[config.mk]
export PLATFORM = sky130hd
export DESIGN_NAME = or1200_fwd_sched
export DESIGN_NICKNAME = d
export VERILOG_FILES = /design/src/rtl/or1200_fwd_sched.sv
export SDC_FILE = /design/constraint.sdc
export NUM_CORES = 1
export LEC_CHECK = 0
export BUFFER_PORTS_ARGS = -buffer_cell sky130_fd_sc_hd__buf_4
export CORE_ASPECT_RATIO = 2
export CORE_MARGIN = 2
export CORE_UTILIZATION = 45
export CTS_BUF_LIST = sky130_fd_sc_hd__clkbuf_4 sky130_fd_sc_hd__clkbuf_8 sky130_fd_sc_hd__clkbuf_16
export CTS_CLUSTER_DIAMETER = 200
export DETAILED_ROUTE_END_ITERATION = 6
export HOLD_SLACK_MARGIN = 0.08
export PLACE_DENSITY = 0.77
export SYNTH_ARGS = -nofsm -noshare
export SYNTH_HDL_FRONTEND = slang
export SYNTH_SLANG_ARGS = --single-unit
[constraint.sdc]
create_clock -name clk -period 3.47 [get_ports clk]
set_clock_uncertainty 0.2 [all_clocks]
set_input_delay 1.041 -clock clk [delete_from_list [all_inputs] [get_ports clk]]
set_output_delay 1.041 -clock clk [all_outputs]
set_load 0.03 [all_outputs]
[src/rtl/or1200_fwd_sched.sv]
// Operand forwarding and load-use hazard scheduler for the ID-stage operand muxes.
// Optional statistics counters are enabled by defining OR1200_FWD_STATS_EN.
module or1200_fwd_sched #(
  parameter int AW        = 5,
  parameter int SELW      = 2,
  parameter int STALL_MAX = 255
) (
  input  logic            clk,
  input  logic            rst,
  input  logic            id_freeze,
  input  logic            ex_freeze,
  input  logic [AW-1:0]   id_rfa_addr,
  input  logic            id_rfa_en,
  input  logic [AW-1:0]   id_rfb_addr,
  input  logic            id_rfb_en,
  input  logic            id_imm_sel,
  input  logic [AW-1:0]   id_rfwb_addr,
  input  logic            id_rfwb_en,
  input  logic            id_is_load,
  input  logic            lsu_done,
  output logic [SELW-1:0] sel_a,
  output logic [SELW-1:0] sel_b,
  output logic            hazard_stall,
  output logic            stall_err,
  output logic [AW-1:0]   ex_rfwb_addr,
  output logic [AW-1:0]   wb_rfwb_addr
`ifdef OR1200_FWD_STATS_EN
  ,
  output logic [15:0]     stat_stall_cyc,
  output logic [15:0]     stat_fwd_cnt
`endif
);

  localparam logic [SELW-1:0] SEL_RF  = SELW'(0);
  localparam logic [SELW-1:0] SEL_IMM = SELW'(1);
  localparam logic [SELW-1:0] SEL_EX  = SELW'(2);
  localparam logic [SELW-1:0] SEL_WB  = SELW'(3);
  localparam logic [7:0]      STALL_LIM = 8'(STALL_MAX);

  typedef enum logic {ST_IDLE, ST_LDWAIT} state_e;

  state_e        state_q, state_d;
  logic [AW-1:0] ex_addr_q, ex_addr_d, wb_addr_q, wb_addr_d;
  logic          ex_en_q, ex_en_d, ex_ld_q, ex_ld_d;
  logic          wb_en_q, wb_en_d;
  logic [7:0]    cnt_q, cnt_d;
  logic          err_q, err_d;
  logic          a_ex, a_wb, b_ex, b_wb, load_hazard;

  // r0 is hardwired to zero, so it never takes a forwarded value.
  function automatic logic match(input logic src_en, input logic [AW-1:0] src_addr,
                                 input logic st_en, input logic [AW-1:0] st_addr);
    return src_en && st_en && (src_addr == st_addr) && (src_addr != '0);
  endfunction

  assign a_ex = match(id_rfa_en, id_rfa_addr, ex_en_q, ex_addr_q);
  assign a_wb = match(id_rfa_en, id_rfa_addr, wb_en_q, wb_addr_q);
  assign b_ex = match(id_rfb_en, id_rfb_addr, ex_en_q, ex_addr_q);
  assign b_wb = match(id_rfb_en, id_rfb_addr, wb_en_q, wb_addr_q);

  assign load_hazard  = ex_ld_q && (a_ex || (b_ex && !id_imm_sel));
  assign hazard_stall = load_hazard && !lsu_done;
  assign stall_err    = err_q;
  assign ex_rfwb_addr = ex_addr_q;
  assign wb_rfwb_addr = wb_addr_q;

  // NOTE: every signal driven here gets a default first, so no latch is inferred.
  always_comb begin
    sel_a = SEL_RF;
    sel_b = SEL_RF;
    if (a_ex)      sel_a = SEL_EX;
    else if (a_wb) sel_a = SEL_WB;
    if (id_imm_sel) sel_b = SEL_IMM;
    else if (b_ex)  sel_b = SEL_EX;
    else if (b_wb)  sel_b = SEL_WB;
  end

  always_comb begin
    ex_addr_d = ex_addr_q;
    ex_en_d   = ex_en_q;
    ex_ld_d   = ex_ld_q;
    wb_addr_d = wb_addr_q;
    wb_en_d   = wb_en_q;
    if (!id_freeze) begin
      ex_addr_d = id_rfwb_addr;
      ex_en_d   = id_rfwb_en;
      ex_ld_d   = id_is_load;
    end else if (!ex_freeze) begin
      // Bubble: the address is left alone, only the valid bits drop.
      ex_en_d = 1'b0;
      ex_ld_d = 1'b0;
    end
    if (!ex_freeze) begin
      wb_addr_d = ex_addr_q;
      wb_en_d   = ex_en_q;
    end
  end

  always_comb begin
    state_d = state_q;
    cnt_d   = cnt_q;
    err_d   = 1'b0;
    case (state_q)
      ST_IDLE: begin
        cnt_d = '0;
        if (hazard_stall) state_d = ST_LDWAIT;
      end
      ST_LDWAIT: begin
        if (lsu_done || !load_hazard) begin
          state_d = ST_IDLE;
          cnt_d   = '0;
        end else if (cnt_q != STALL_LIM) begin
          cnt_d = cnt_q + 8'd1;
          err_d = (cnt_q + 8'd1 == STALL_LIM);
        end
      end
      default: begin
        state_d = ST_IDLE;
        cnt_d   = '0;
      end
    endcase
  end

  // NOTE: sequential state is updated with non-blocking assignments only.
  always_ff @(posedge clk) begin
    if (rst) begin
      state_q   <= ST_IDLE;
      ex_addr_q <= '0;
      ex_en_q   <= 1'b0;
      ex_ld_q   <= 1'b0;
      wb_addr_q <= '0;
      wb_en_q   <= 1'b0;
      cnt_q     <= '0;
      err_q     <= 1'b0;
    end else begin
      state_q   <= state_d;
      ex_addr_q <= ex_addr_d;
      ex_en_q   <= ex_en_d;
      ex_ld_q   <= ex_ld_d;
      wb_addr_q <= wb_addr_d;
      wb_en_q   <= wb_en_d;
      cnt_q     <= cnt_d;
      err_q     <= err_d;
    end
  end

`ifdef OR1200_FWD_STATS_EN
  logic [15:0] stall_cyc_q, fwd_cnt_q;
  logic        fwd_now;

  assign fwd_now = !id_freeze && ((sel_a == SEL_EX) || (sel_a == SEL_WB) ||
                                  (sel_b == SEL_EX) || (sel_b == SEL_WB));

  always_ff @(posedge clk) begin
    if (rst) begin
      stall_cyc_q <= '0;
      fwd_cnt_q   <= '0;
    end else begin
      if (hazard_stall && stall_cyc_q != 16'hFFFF) stall_cyc_q <= stall_cyc_q + 16'd1;
      if (fwd_now && fwd_cnt_q != 16'hFFFF)        fwd_cnt_q   <= fwd_cnt_q + 16'd1;
    end
  end

  assign stat_stall_cyc = stall_cyc_q;
  assign stat_fwd_cnt   = fwd_cnt_q;
`endif

endmodule

Word-level counts from Yosys, hierarchy flattened --
Cells that the tools add are included.
Storage, ports and cells: register bits 23, bits of input ports 25, output and inout bits 16
Cells by class: add/sub/neg operators 1, equality and inequality tests 8, bitwise operators 2, mux-type cells 14, reductions and logical operators 23
Operators by type and width (count):
- $eq 5x5->1 | 4
- $mux 8 | 2
- $pmux 8 s2 | 1
- $logic_and 1x1->1 | 15
- $mux 2 | 5
- $reduce_bool 5->1 | 2
- $add 8x1->8 const B | 1
- $eq 8x8->1 const B | 1
- $ne 8x8->1 const B | 1
- $mux 1 | 5
- $reduce_or 4->1 | 1
- $logic_not 1->1 | 3
- $ne 3x1->1 const B | 1
- $logic_or 1x1->1 | 2
- $ne 2x2->1 const B | 1
- $not 1->1 | 2
- $pmux 1 s2 | 1

Depth between registers and ports, before layout --
Gate-level depths: netlist (run 1).
depth after elaboration 10, depth in mapped cells 6, mapped depth without buffers 6

Worst setup path after synthesis (run 1) --
OpenSTA, ideal clock, no wires.
kind input to output, start input port id_rfb_addr[1], end output port hazard_stall, stages on the path 5, slack -0.279 ns, buffers on the path 0, arrival time 2.508 ns, path through xnor2_1 -> nand4_1 -> nor4_1 -> nor2_1 -> nor3b_1
Between the ends: cells in the longest elaborated chain, start to end 7
Ends and longest elaborated chain:
- start, declared | RTL line 14 | input logic [AW-1:0] id_rfb_addr,
- $eq 5x5->1 | RTL line 53 | return src_en && st_en && (src_addr == st_addr) && (src_addr != '0);
- $logic_and 1x1->1 | RTL line 53
- $logic_and 1x1->1 * | RTL line 53
- $logic_and 1x1->1 * | RTL line 61 | assign load_hazard = ex_ld_q && (a_ex || (b_ex && !id_imm_sel));
- $logic_or 1x1->1 * | RTL line 61
- $logic_and 1x1->1 * | RTL line 61
- $logic_and 1x1->1 * | RTL line 62 | assign hazard_stall = load_hazard && !lsu_done;
- end, declared | RTL line 23 | output logic hazard_stall,
Mark *: on every way between the ends. The rest lies on a longest branch, timed or not.

Worst setup path after layout (run 1) --
start input port id_rfa_addr[4], end output port sel_a[0]
Between the ends: cells in the longest elaborated chain, start to end 5
Ends and longest elaborated chain:
- start, declared | RTL line 12 | input logic [AW-1:0] id_rfa_addr,
- $eq 5x5->1 | RTL line 53
- $logic_and 1x1->1 (2 in a row) | RTL line 53
- $mux 2 | RTL line 72 | else if (a_wb) sel_a = SEL_WB;
- $mux 2 * | RTL line 71 | if (a_ex) sel_a = SEL_EX;
- end, declared | RTL line 21 | output logic [SELW-1:0] sel_a,
Marked as above.

==> run_results.csv, run 1 <==
group,metric,value,unit
critical_path,path_max_fanout,2,
power_and_ir_drop,p_leak,0.000823,uW
sta,hold_viol,0,
grt,grt_pass1_wl,5900,um
critical_path,slowest_stage,"nor4_1",
yosys,synth-seq-cells,23,
clock_network,cts_buffer_depth,2,
route,vias,1229,
clock_network,insertion_delay,260,ps
yosys,synth.largest_area_cell,"dfxtp_1",
yosys,synth.area.top_cells,"dfxtp_1 (37%), xnor2_1 (11%), mux2i_1 (8.9%)",
route,drc,0,
critical_path,start_kind,"input pin",
sta,fin_crit_sh,107,%
grt,antenna_found_initial,0,
sta,max_clock_freq,269,MHz
clock_network,cts_tree,"yes",
yosys,synth_edf_count,0,
sta,relSlewSlack,67.4,%
grt,grt_pass1_vias,1335,
critical_path,crit_chain,"buf_4 -> buf_4 -> xor2_1 -> nor4_1 -> nand4b_1 -> nor2_4 -> buf_6",
grt,grt_use_total,27.8,%
grt,gr-total-overflow,0,
clock_network,cts-root-buf,"clkbuf_8",
finish,area.growth.synth_to_final,59.8,%
floorplanning,ioPinCount,41,
sta,rsz0062_at_grt,"true",
yosys,async_flop_share,0,%
yosys,syn-num-nets,162,
placed_design,pre_cts_ws,-221,ps
clock_network,clock_sinks,23,
floorplanning,start_util,47.9,%
clock_network,clkTransAtPathRegs,70,ps
yosys,yosys_warnings,0,
critical_path,critical_path_class,"input pin to primary output",
critical_path,cp.arrival,2480,ps
route,final_antenna_net_count,0,
critical_path,crit_top_cell,"buf_4",
critical_path,cp.required,2230,ps
run_status,outcome,"finished with violations",
hold_path,min_path_type,"flop to flop",
yosys,synth.distinct_cells,30,
finish,fin_util,76.5,%
finish,num_antenna_cells,0,
sta,finalMaxSlewViolations,0,
placed_design,hpwlAfterDp,2670,um
yosys,synthCells,135,
floorplanning,core_region_area,2570,sq um
yosys,synthFlopType,"dfxtp_1",
floorplanning,rows,26,
route,drt_wl_total,4240,um
sta,tightest_slew,484,ps
finish,drive_gt1_share,45.4,%
flow_run,drv_cap,0,
floorplanning,die_w,41.0,um
yosys,synth_area,1230,sq um
sta,timing.final.ws_setup,-250,ps
critical_path,critPathCaptureType,"primary output",
route,via_per_inst,5.54,
route,drt_iter0_markers,31,
sta,finalCriticalPeriod,3720,ps
power_and_ir_drop,ir_worst_vdd,0.000275,V
critical_path,critPathMaxStageDelay,440,ps
placed_design,gp_congestion,0.718,
power_and_ir_drop,p_per_area,295,nW/um^2
yosys,postSynthAreaPerCell,9.12,sq um
route,drt-wirelength-per-cell,19.1,um
grt,grt_max_degree,15,
clock_network,htree_levels,1,
clock_network,cts_buffers,3,
yosys,synth.top_cell.area_share,37.4,%
finish,fin_nets,222,
placed_design,numPortBuffers,40,
yosys,synth.yosys.seq_area_share,37.4,%
finish,final_cell_mix,"buf_4 (46), dfxtp_1 (23), nor2_1 (17), mux2i_1 (11), xnor2_1 (10)",
clock_network,ctsHoldBuffers,0,
sta,finalSetupViolCount,5,
run_status,violations,"negative setup slack",
route,firstDrtPassIters,4,
floorplanning,fp.dieH,78.0,um
finish,layout_commonest_cell,"buf_4",
floorplanning,die-area,3200,sq um
-- state kept, by name (all words and copies together) (netlist names) --
register,count
ex_rfwb_addr,5
state_q,1
wb_rfwb_addr,5
stall_err,1
wb_en_q,1
ex_en_q,1
ex_ld_q,1
cnt_q,8
-- power by group --
| part | switching, uW | total [uW] | internal, uW |
|---|---|---|---|
| clock | 79.0 | 169 | 89.7 |
| combinational | 62.9 | 129 | 66.2 |
| sequential | 12.1 | 283 | 271 |
-- through the flow --
stage / hold slack [ps] / power, uW / setup TNS, ps / instances / cell area (sq um)
2_1_floorplan: 261 / 333 / -1.69 / 135 / 1240
3_3_place_gp: 277 / 383 / -702 / 211 / 1650
3_5_place_dp: 289 / 387 / -892 / 211 / 1650
4_1_cts: 301 / 572 / -260 / 221 / 1930
5_1_grt: 335 / 599 / -962 / 222 / 1970
6_report: 307 / 581 / -855 / 222 / 1970
-- worst max-delay path: cells and delay by family --
family	cells	cell delay [ps]
buffers and inverters	3	400
XOR/XNOR	1	150
AND/OR/NAND/NOR	3	880
-- timing repair --
item	4_1_cts	5_1_grt
buffers inserted	6	1
endpoints found under the setup margin	5	5
pin swaps	13	7
gates resized for setup	36	7
gates cloned	0	0
-- per-layer routing --
metal | vias up | GRT usage, % | part of all wire (%)
li1 | 584 | - | -
met1 | 581 | 21.8 | 33
met2 | 47 | 50.3 | 57
met3 | 17 | 4.29 | 4.5
met4 | 0 | 22.3 | 5.9
met5 | - | 0 | 0
-- worst paths after layout --
kind	from	endpoint	slack, ps	cells after the start
hold reg to reg	ex_ld_q	ex_ld_q	310	2
setup / recovery	id_rfa_addr[4]	sel_a[0]	-250	7
hold / removal	ex_ld_q	ex_ld_q	310	2
setup reg to reg	ex_rfwb_addr[3]	state_q	1050	11
-- cell families after synthesis --
family	share of synthesized area [%]
buffers and inverters	1.22
adder cells (fa/ha/maj)	2.03
AND/OR/NAND/NOR	24.7
AO/OA/AOI/OAI	6.50
multiplexers	8.94
flip-flops	37.4
XOR/XNOR	19.2
-- final cells by class --
class | count | area (sq um)
Sequential cell | 23 | 460
Inverter | 1 | 3.75
Fill cell | 175 | 603
Multi-Input combinational cell | 108 | 927
Tap cell | 28 | 35.0
Timing Repair Buffer | 58 | 492
Clock buffer | 4 | 48.8
-- synthesized netlist by cell type (2+ instances only) --
master	count
dfxtp_1	23
nor2_1	20
xnor2_1	15
xor2_1	12
mux2i_1	11
a21oi_1	6
nand3_1	6
nand2_1	4
or4_1	4
clkbuf_1	3
nand2b_1	3
nor4_1	3
o21ai_0	3
ha_1	2
nand3b_1	2
nand4_1	2
nor3_1	2
nor3b_1	2
Power figures use the tool's default switching activity.
==> run 2: changes to the inputs <==
Settings changed: BUFFER_PORTS_ARGS -buffer_cell sky130_fd_sc_hd__buf_4 to not set, DONT_BUFFER_PORTS set to 1, PLACE_DENSITY 0.77 to 0.65.
==> run 2 against run 1 <==
Effect of this change:
- the flow now finishes without violations
- total power decreased by 13%
- wire length fell by 32%
- global-route usage down 8.7 points
- highest routed layer unchanged
==> run_results.csv, run 2 (same netlist as run 1, synthesis figures left out) <==
group,metric,value,unit
run_status,outcome,"finished clean",
power_and_ir_drop,ir_worst_vdd,0.000242,V
critical_path,cp_top_family,"simple AND/OR/NAND/NOR gates",
floorplanning,die-area,3200,sq um
finish,drive_gt1_share,22.7,%
route,drt_wl_total,2880,um
clock_network,ctsHoldBuffers,0,
clock_network,cts_tree,"yes",
sta,fin_hold_ws,283,ps
critical_path,slowest_stage,"or4_4",
grt,antenna_found_initial,0,
critical_path,path_buf_inv,1,
critical_path,critPathMaxStageDelay,550,ps
floorplanning,core_region_area,2570,sq um
route,drc,0,
finish,final_cell_mix,"dfxtp_1 (23), nor2_1 (17), xnor2_1 (15), buf_4 (13), xor2_1 (12)",
finish,largest_reg_flops,8,
sta,relSlewSlack,68.7,%
grt,gr-total-overflow,0,
grt,grt_max_degree,15,
clock_network,cts_buffers,3,
sta,rsz0062_at_grt,"true",
placed_design,numPortBuffers,0,
power_and_ir_drop,p_sw,124,uW
route,via_per_inst,5.71,
finish,area.growth.synth_to_final,19.3,%
power_and_ir_drop,p_int,381,uW
finish,fin_nets,178,
clock_network,insertion_delay,260,ps
finish,final_cells,178,
placed_design,hpwlAfterDp,2320,um
power_and_ir_drop,swShare,24.5,%
route,drt-wirelength-per-cell,16.2,um
placed_design,gp_congestion,0.738,
floorplanning,ioPinCount,41,
sta,finalSetupViolCount,0,
route,drt_iter0_markers,12,
critical_path,critPathCaptureType,"primary output",
power_and_ir_drop,power_frac_comb,12.2,%
power_and_ir_drop,p_leak,0.000555,uW
hold_path,min_path_type,"flop to flop",
flow_run,drv_cap,0,
sta,tightest_slew,469,ps
critical_path,path_max_fanout,3,
floorplanning,die_w,41.0,um
critical_path,start_kind,"input pin",
finish,layout_commonest_cell,"dfxtp_1",
sta,hold_viol,0,
clock_network,cts-root-buf,"clkbuf_8",
grt,grt_pass1_wl,4070,um
grt,grt_use_total,19.1,%
sta,max_clock_freq,291,MHz
finish,n_fill_cell,242,
critical_path,cp.arrival,2190,ps
critical_path,cp.required,2230,ps
route,final_antenna_net_count,0,
floorplanning,start_util,47.9,%
power_and_ir_drop,power_frac_seq,55.3,%
clock_network,cts_buffer_depth,2,
power_and_ir_drop,p_per_area,344,nW/um^2
clock_network,clock_sinks,23,
clock_network,htree_levels,1,
floorplanning,rows,26,
sta,finalCriticalPeriod,3440,ps
finish,num_antenna_cells,0,
route,vias,1016,
critical_path,critical_path_class,"input pin to primary output",
power_and_ir_drop,clkPwrFrac,32.5,%
finish,largest_register,"cnt_q",
sta,finalMaxSlewViolations,0,
placed_design,placedCellCount,173,
route,firstDrtPassIters,4,
sta,fin_crit_sh,99.0,%
clock_network,clkTransAtPathRegs,80,ps
critical_path,crit_chain,"or4_4 -> nor2_4 -> nor4_4 -> nor2_2 -> nor3b_2 -> buf_4",
floorplanning,fp.dieH,78.0,um
grt,grt_pass1_vias,979,
-- run 2: per-layer routing --
layer	vias to the layer above	wire length, um	global-route usage, %
met3	5	175	4.00
met2	36	1700	36.3
met4	0	64	10.0
met5	-	0	0
met1	474	939	15.1
li1	501	-	-
-- run 2: timing repair --
action                     CTS  global route
pin swaps                    2             6
resized for setup            9             5
setup endpoints to repair    4             4
buffers inserted             0             1
-- run 2: final cells by class --
cell class                      instances  area [sq um]  area share [%]
Sequential cell                        23           460            31.3
Tap cell                               28          35.0            2.39
Inverter                                1          3.75           0.256
Clock buffer                            3          41.3            2.81
Multi-Input combinational cell        108           815            55.5
Timing Repair Buffer                   14           109            7.41
Clock inverter                          1          5.00           0.341
-- run 2: power by group through the flow --
stage | clock network [uW] | logic, uW | registers [uW]
2_1_floorplan | 0 | 38.1 | 295
3_3_place_gp | 0 | 58.0 | 285
3_5_place_dp | 0 | 58.8 | 286
4_1_cts | 170 | 60.5 | 279
5_1_grt | 182 | 66.8 | 280
6_report | 164 | 61.9 | 279
-- run 2: final timing paths --
path                       start      endpoint  slack, ps  cells past startpoint
setup / recovery  id_rfb_addr[4]  hazard_stall         30                      6
hold / removal           ex_ld_q       ex_ld_q        280                      2
setup reg to reg        cnt_q[0]     stall_err       1390                      6
hold reg to reg          ex_ld_q       ex_ld_q        280                      2
-- run 2: worst reg2reg max path, stage by stage (launching register included) --
cell     delay (ps)
dfxtp_1         430
ha_1            240
nand3_2         130
nor2_4          150
xnor2_1          80
or4_1           540
nor4_2          220
-- run 2: metrics by stage --
| stage | TNS [ps] | power, uW | cell area [sq um] | utilization (%) | setup slack [ps] |
|---|---|---|---|---|---|
| after global routing | -26.9 | 530 | 1470 | 57.2 | -26.9 |
| after CTS | 0 | 510 | 1440 | 55.9 | 19.3 |
| after floorplan | -1.69 | 333 | 1240 | - | -1.69 |
| after global placement | -142 | 343 | 1370 | 53.1 | -78.0 |
| after detailed placement | -170 | 344 | 1370 | 53.1 | -90.1 |
| final | 0 | 505 | 1470 | 57.2 | 34.3 |
==> run 3: changes to the inputs <==
Settings changed: ABC_AREA set to 1.
==> run 3 against run 2 <==
Effect of this change:
- core utilization fell by 8.4 points
- first-iteration DRC count up 92%
- hold slack improved by 2.3 ps
- sequential power up 8.6%
- synthesized cell count up 64%
- critical path depth up 3
- die area is 15% higher
- combinational power fell by 2%
- register-to-register slack better by 240 ps
- via count increased by 32%
- critical path type unchanged
- largest cell class unchanged
- largest power group unchanged
==> run_results.csv, run 3 <==
group,metric,value,unit
clock_network,cts_buffers,3,
finish,num_antenna_cells,0,
power_and_ir_drop,clkPwrFrac,31.4,%
critical_path,crit_chain,"inv_1 -> nand2_1 -> nand2_1 -> nand2_1 -> nor2_2 -> nand2_2 -> nand2_4 -> nand2_1 -> inv_1",
floorplanning,core_region_area,3120,sq um
yosys,syn-num-nets,249,
placed_design,gp_congestion,0.887,
critical_path,crit_top_cell,"nand2_1",
flow_run,drv_cap,0,
grt,grt_use_total,20.7,%
sta,tns,0,ps
clock_network,cts_setup_buffers,0,
yosys,synth.largest_area_cell,"dfxtp_1",
grt,grt_pass1_wl,5680,um
yosys,async_flop_share,0,%
yosys,synthCells,222,
yosys,yosys_warnings,0,
finish,final_cells,257,
floorplanning,fp.dieH,83.7,um
clock_network,ctsHoldBuffers,0,
power_and_ir_drop,p_int,378,uW
yosys,yosysMostFrequentCell,"nand2_1",
critical_path,path_max_fanout,4,
route,drt-wirelength-per-cell,13.8,um
placed_design,pre_cts_ws,280,ps
grt,grt_max_degree,14,
sta,finalMaxSlewViolations,0,
placed_design,numPortBuffers,0,
sta,fin_crit_sh,91.8,%
yosys,synth_edf_count,0,
sta,relSlewSlack,68.9,%
clock_network,clkTransAtPathRegs,80,ps
route,final_antenna_net_count,0,
clock_network,postCtsResizedCells,0,
floorplanning,ioPinCount,41,
run_status,outcome,"finished clean",
sta,max_clock_freq,314,MHz
critical_path,slowest_stage,"inv_1",
yosys,synthFlopType,"dfxtp_1",
route,via_per_inst,5.23,
clock_network,htree_levels,1,
floorplanning,die_w,43.9,um
critical_path,start_kind,"input pin",
critical_path,path_buf_inv,2,
power_and_ir_drop,ir_worst_vdd,0.000260,V
route,vias,1343,
yosys,synth.yosys.seq_area_share,32.2,%
hold_path,min_path_type,"flop to flop",
floorplanning,start_util,45.8,%
sta,finalCriticalPeriod,3190,ps
finish,drive_gt1_share,15.0,%
power_and_ir_drop,power_frac_seq,57.1,%
finish,area.growth.synth_to_final,6.47,%
finish,final_cell_mix,"nand2_1 (58), inv_1 (33), nor2_1 (24), dfxtp_1 (23), a21oi_1 (13)",
clock_network,cts-root-buf,"clkbuf_8",
yosys,synth-seq-cells,23,
route,firstDrtPassIters,4,
clock_network,clock_sinks,23,
power_and_ir_drop,power_frac_comb,11.5,%
clock_network,cts_tree,"yes",
sta,fin_hold_ws,285,ps
grt,gr-total-overflow,0,
route,drc,0,
clock_network,insertion_delay,270,ps
critical_path,critPathCaptureType,"primary output",
power_and_ir_drop,p_per_area,348,nW/um^2
yosys,postSynthAreaPerCell,6.44,sq um
placed_design,placedCellCount,253,
floorplanning,die-area,3670,sq um
yosys,synth_commonest_cells,"nand2_1 (58), inv_1 (33), nor2_1 (24)",
yosys,synth.top_cell.area_share,32.2,%
route,drt_wl_total,3540,um
sta,timing.final.ws_setup,285,ps
yosys,synth.area.top_cells,"dfxtp_1 (32%), nand2_1 (15%), inv_1 (8.7%)",
sta,tightest_slew,466,ps
yosys,synth_area,1430,sq um
finish,largest_register,"cnt_q",
floorplanning,rows,29,
clock_network,cts_buffer_depth,2,
finish,layout_commonest_cell,"nand2_1",
power_and_ir_drop,swShare,28.7,%
power_and_ir_drop,p_leak,0.000734,uW
sta,rsz0062_at_grt,"false",
grt,antenna_found_initial,0,
critical_path,critical_path_class,"input pin to primary output",
finish,fin_util,48.8,%
sta,hold_viol,0,
yosys,synth.distinct_cells,29,
sta,finalSetupViolCount,0,
grt,grt_pass1_vias,1359,
placed_design,hpwlAfterDp,3010,um
critical_path,cp.required,2230,ps
critical_path,critPathMaxStageDelay,220,ps
route,drt_iter0_markers,23,
finish,fin_nets,254,
critical_path,cp.arrival,1940,ps
power_and_ir_drop,p_sw,152,uW
finish,largest_reg_flops,8,
critical_path,cp_top_family,"simple AND/OR/NAND/NOR gates",
## run 3: cell types whose count changed in the layout (fill, tap and decap cells not counted), sizes merged, moves of 4 or more
| cell | change |
|---|---|
| inv | +39 |
| nand3 | +5 |
| a21oi | +8 |
| mux2i | -11 |
| or4 | -4 |
| xnor2 | -11 |
| xor2 | -8 |
| nand2 | +57 |
| o21ai | +11 |
| buf | -12 |
| nor2 | +12 |
## run 3: per-layer routing
layer	part of all wire, %	vias up	track usage, %
met2	59	44	41.7
met4	5.2	0	14.0
li1	-	695	-
met1	31	587	15.7
met3	4.8	17	2.81
met5	0	-	0
## run 3: cell families (layout without fill, tap and decap cells)
| kind of cell | count (synthesis) | after routing | share of synthesized area, % |
|---|---|---|---|
| and+or+nand+nor | 116 | 116 | 38.6 |
| buffers and inverters | 43 | 47 | 11.3 |
| AOI/OAI and AO/OA | 30 | 30 | 11.3 |
| DFF | 23 | 23 | 32.2 |
| xor gates and xnor gates | 8 | 8 | 4.90 |
| adders and majority gates | 2 | 2 | 1.75 |
## run 3: final timing paths
kind                                       from      endpoint  slack [ps]  depth (start not counted)
worst max register to register  ex_rfwb_addr[1]      cnt_q[5]        1630                         10
worst max-delay path             id_rfa_addr[3]  hazard_stall         280                          9
worst min register to register          ex_ld_q       ex_ld_q         290                          2
worst min-delay path                    ex_ld_q       ex_ld_q         290                          2
## run 3: through the flow
step,area [sq um],total power [uW]
finish,1520,530
global route,1520,557
CTS,1520,536
detailed placement,1480,370
global placement,1480,370
floorplan,1430,354
## run 3: power by group through the flow
stage | Sequential, uW | Combinational (uW) | Clock (uW)
2_1_floorplan | 305 | 49.5 | 0
3_3_place_gp | 309 | 61.0 | 0
3_5_place_dp | 309 | 61.5 | 0
4_1_cts | 303 | 61.7 | 172
5_1_grt | 304 | 68.7 | 184
6_report | 303 | 60.8 | 166
## run 3: worst min-delay path: cells and delay by family (launching register included)
family	cells	cell delay (ps)
compound gates	1	60
flops	1	320
simple gates	1	80
## run 3: cell type report
class	instances	area, sq um
clock buffers	3	41.3
clock inverters	1	5.00
fillers	341	1600
inverters	41	154
multi-input cells	156	808
flip-flops and latches	23	460
well taps	31	38.8
repair buffers	2	15.0
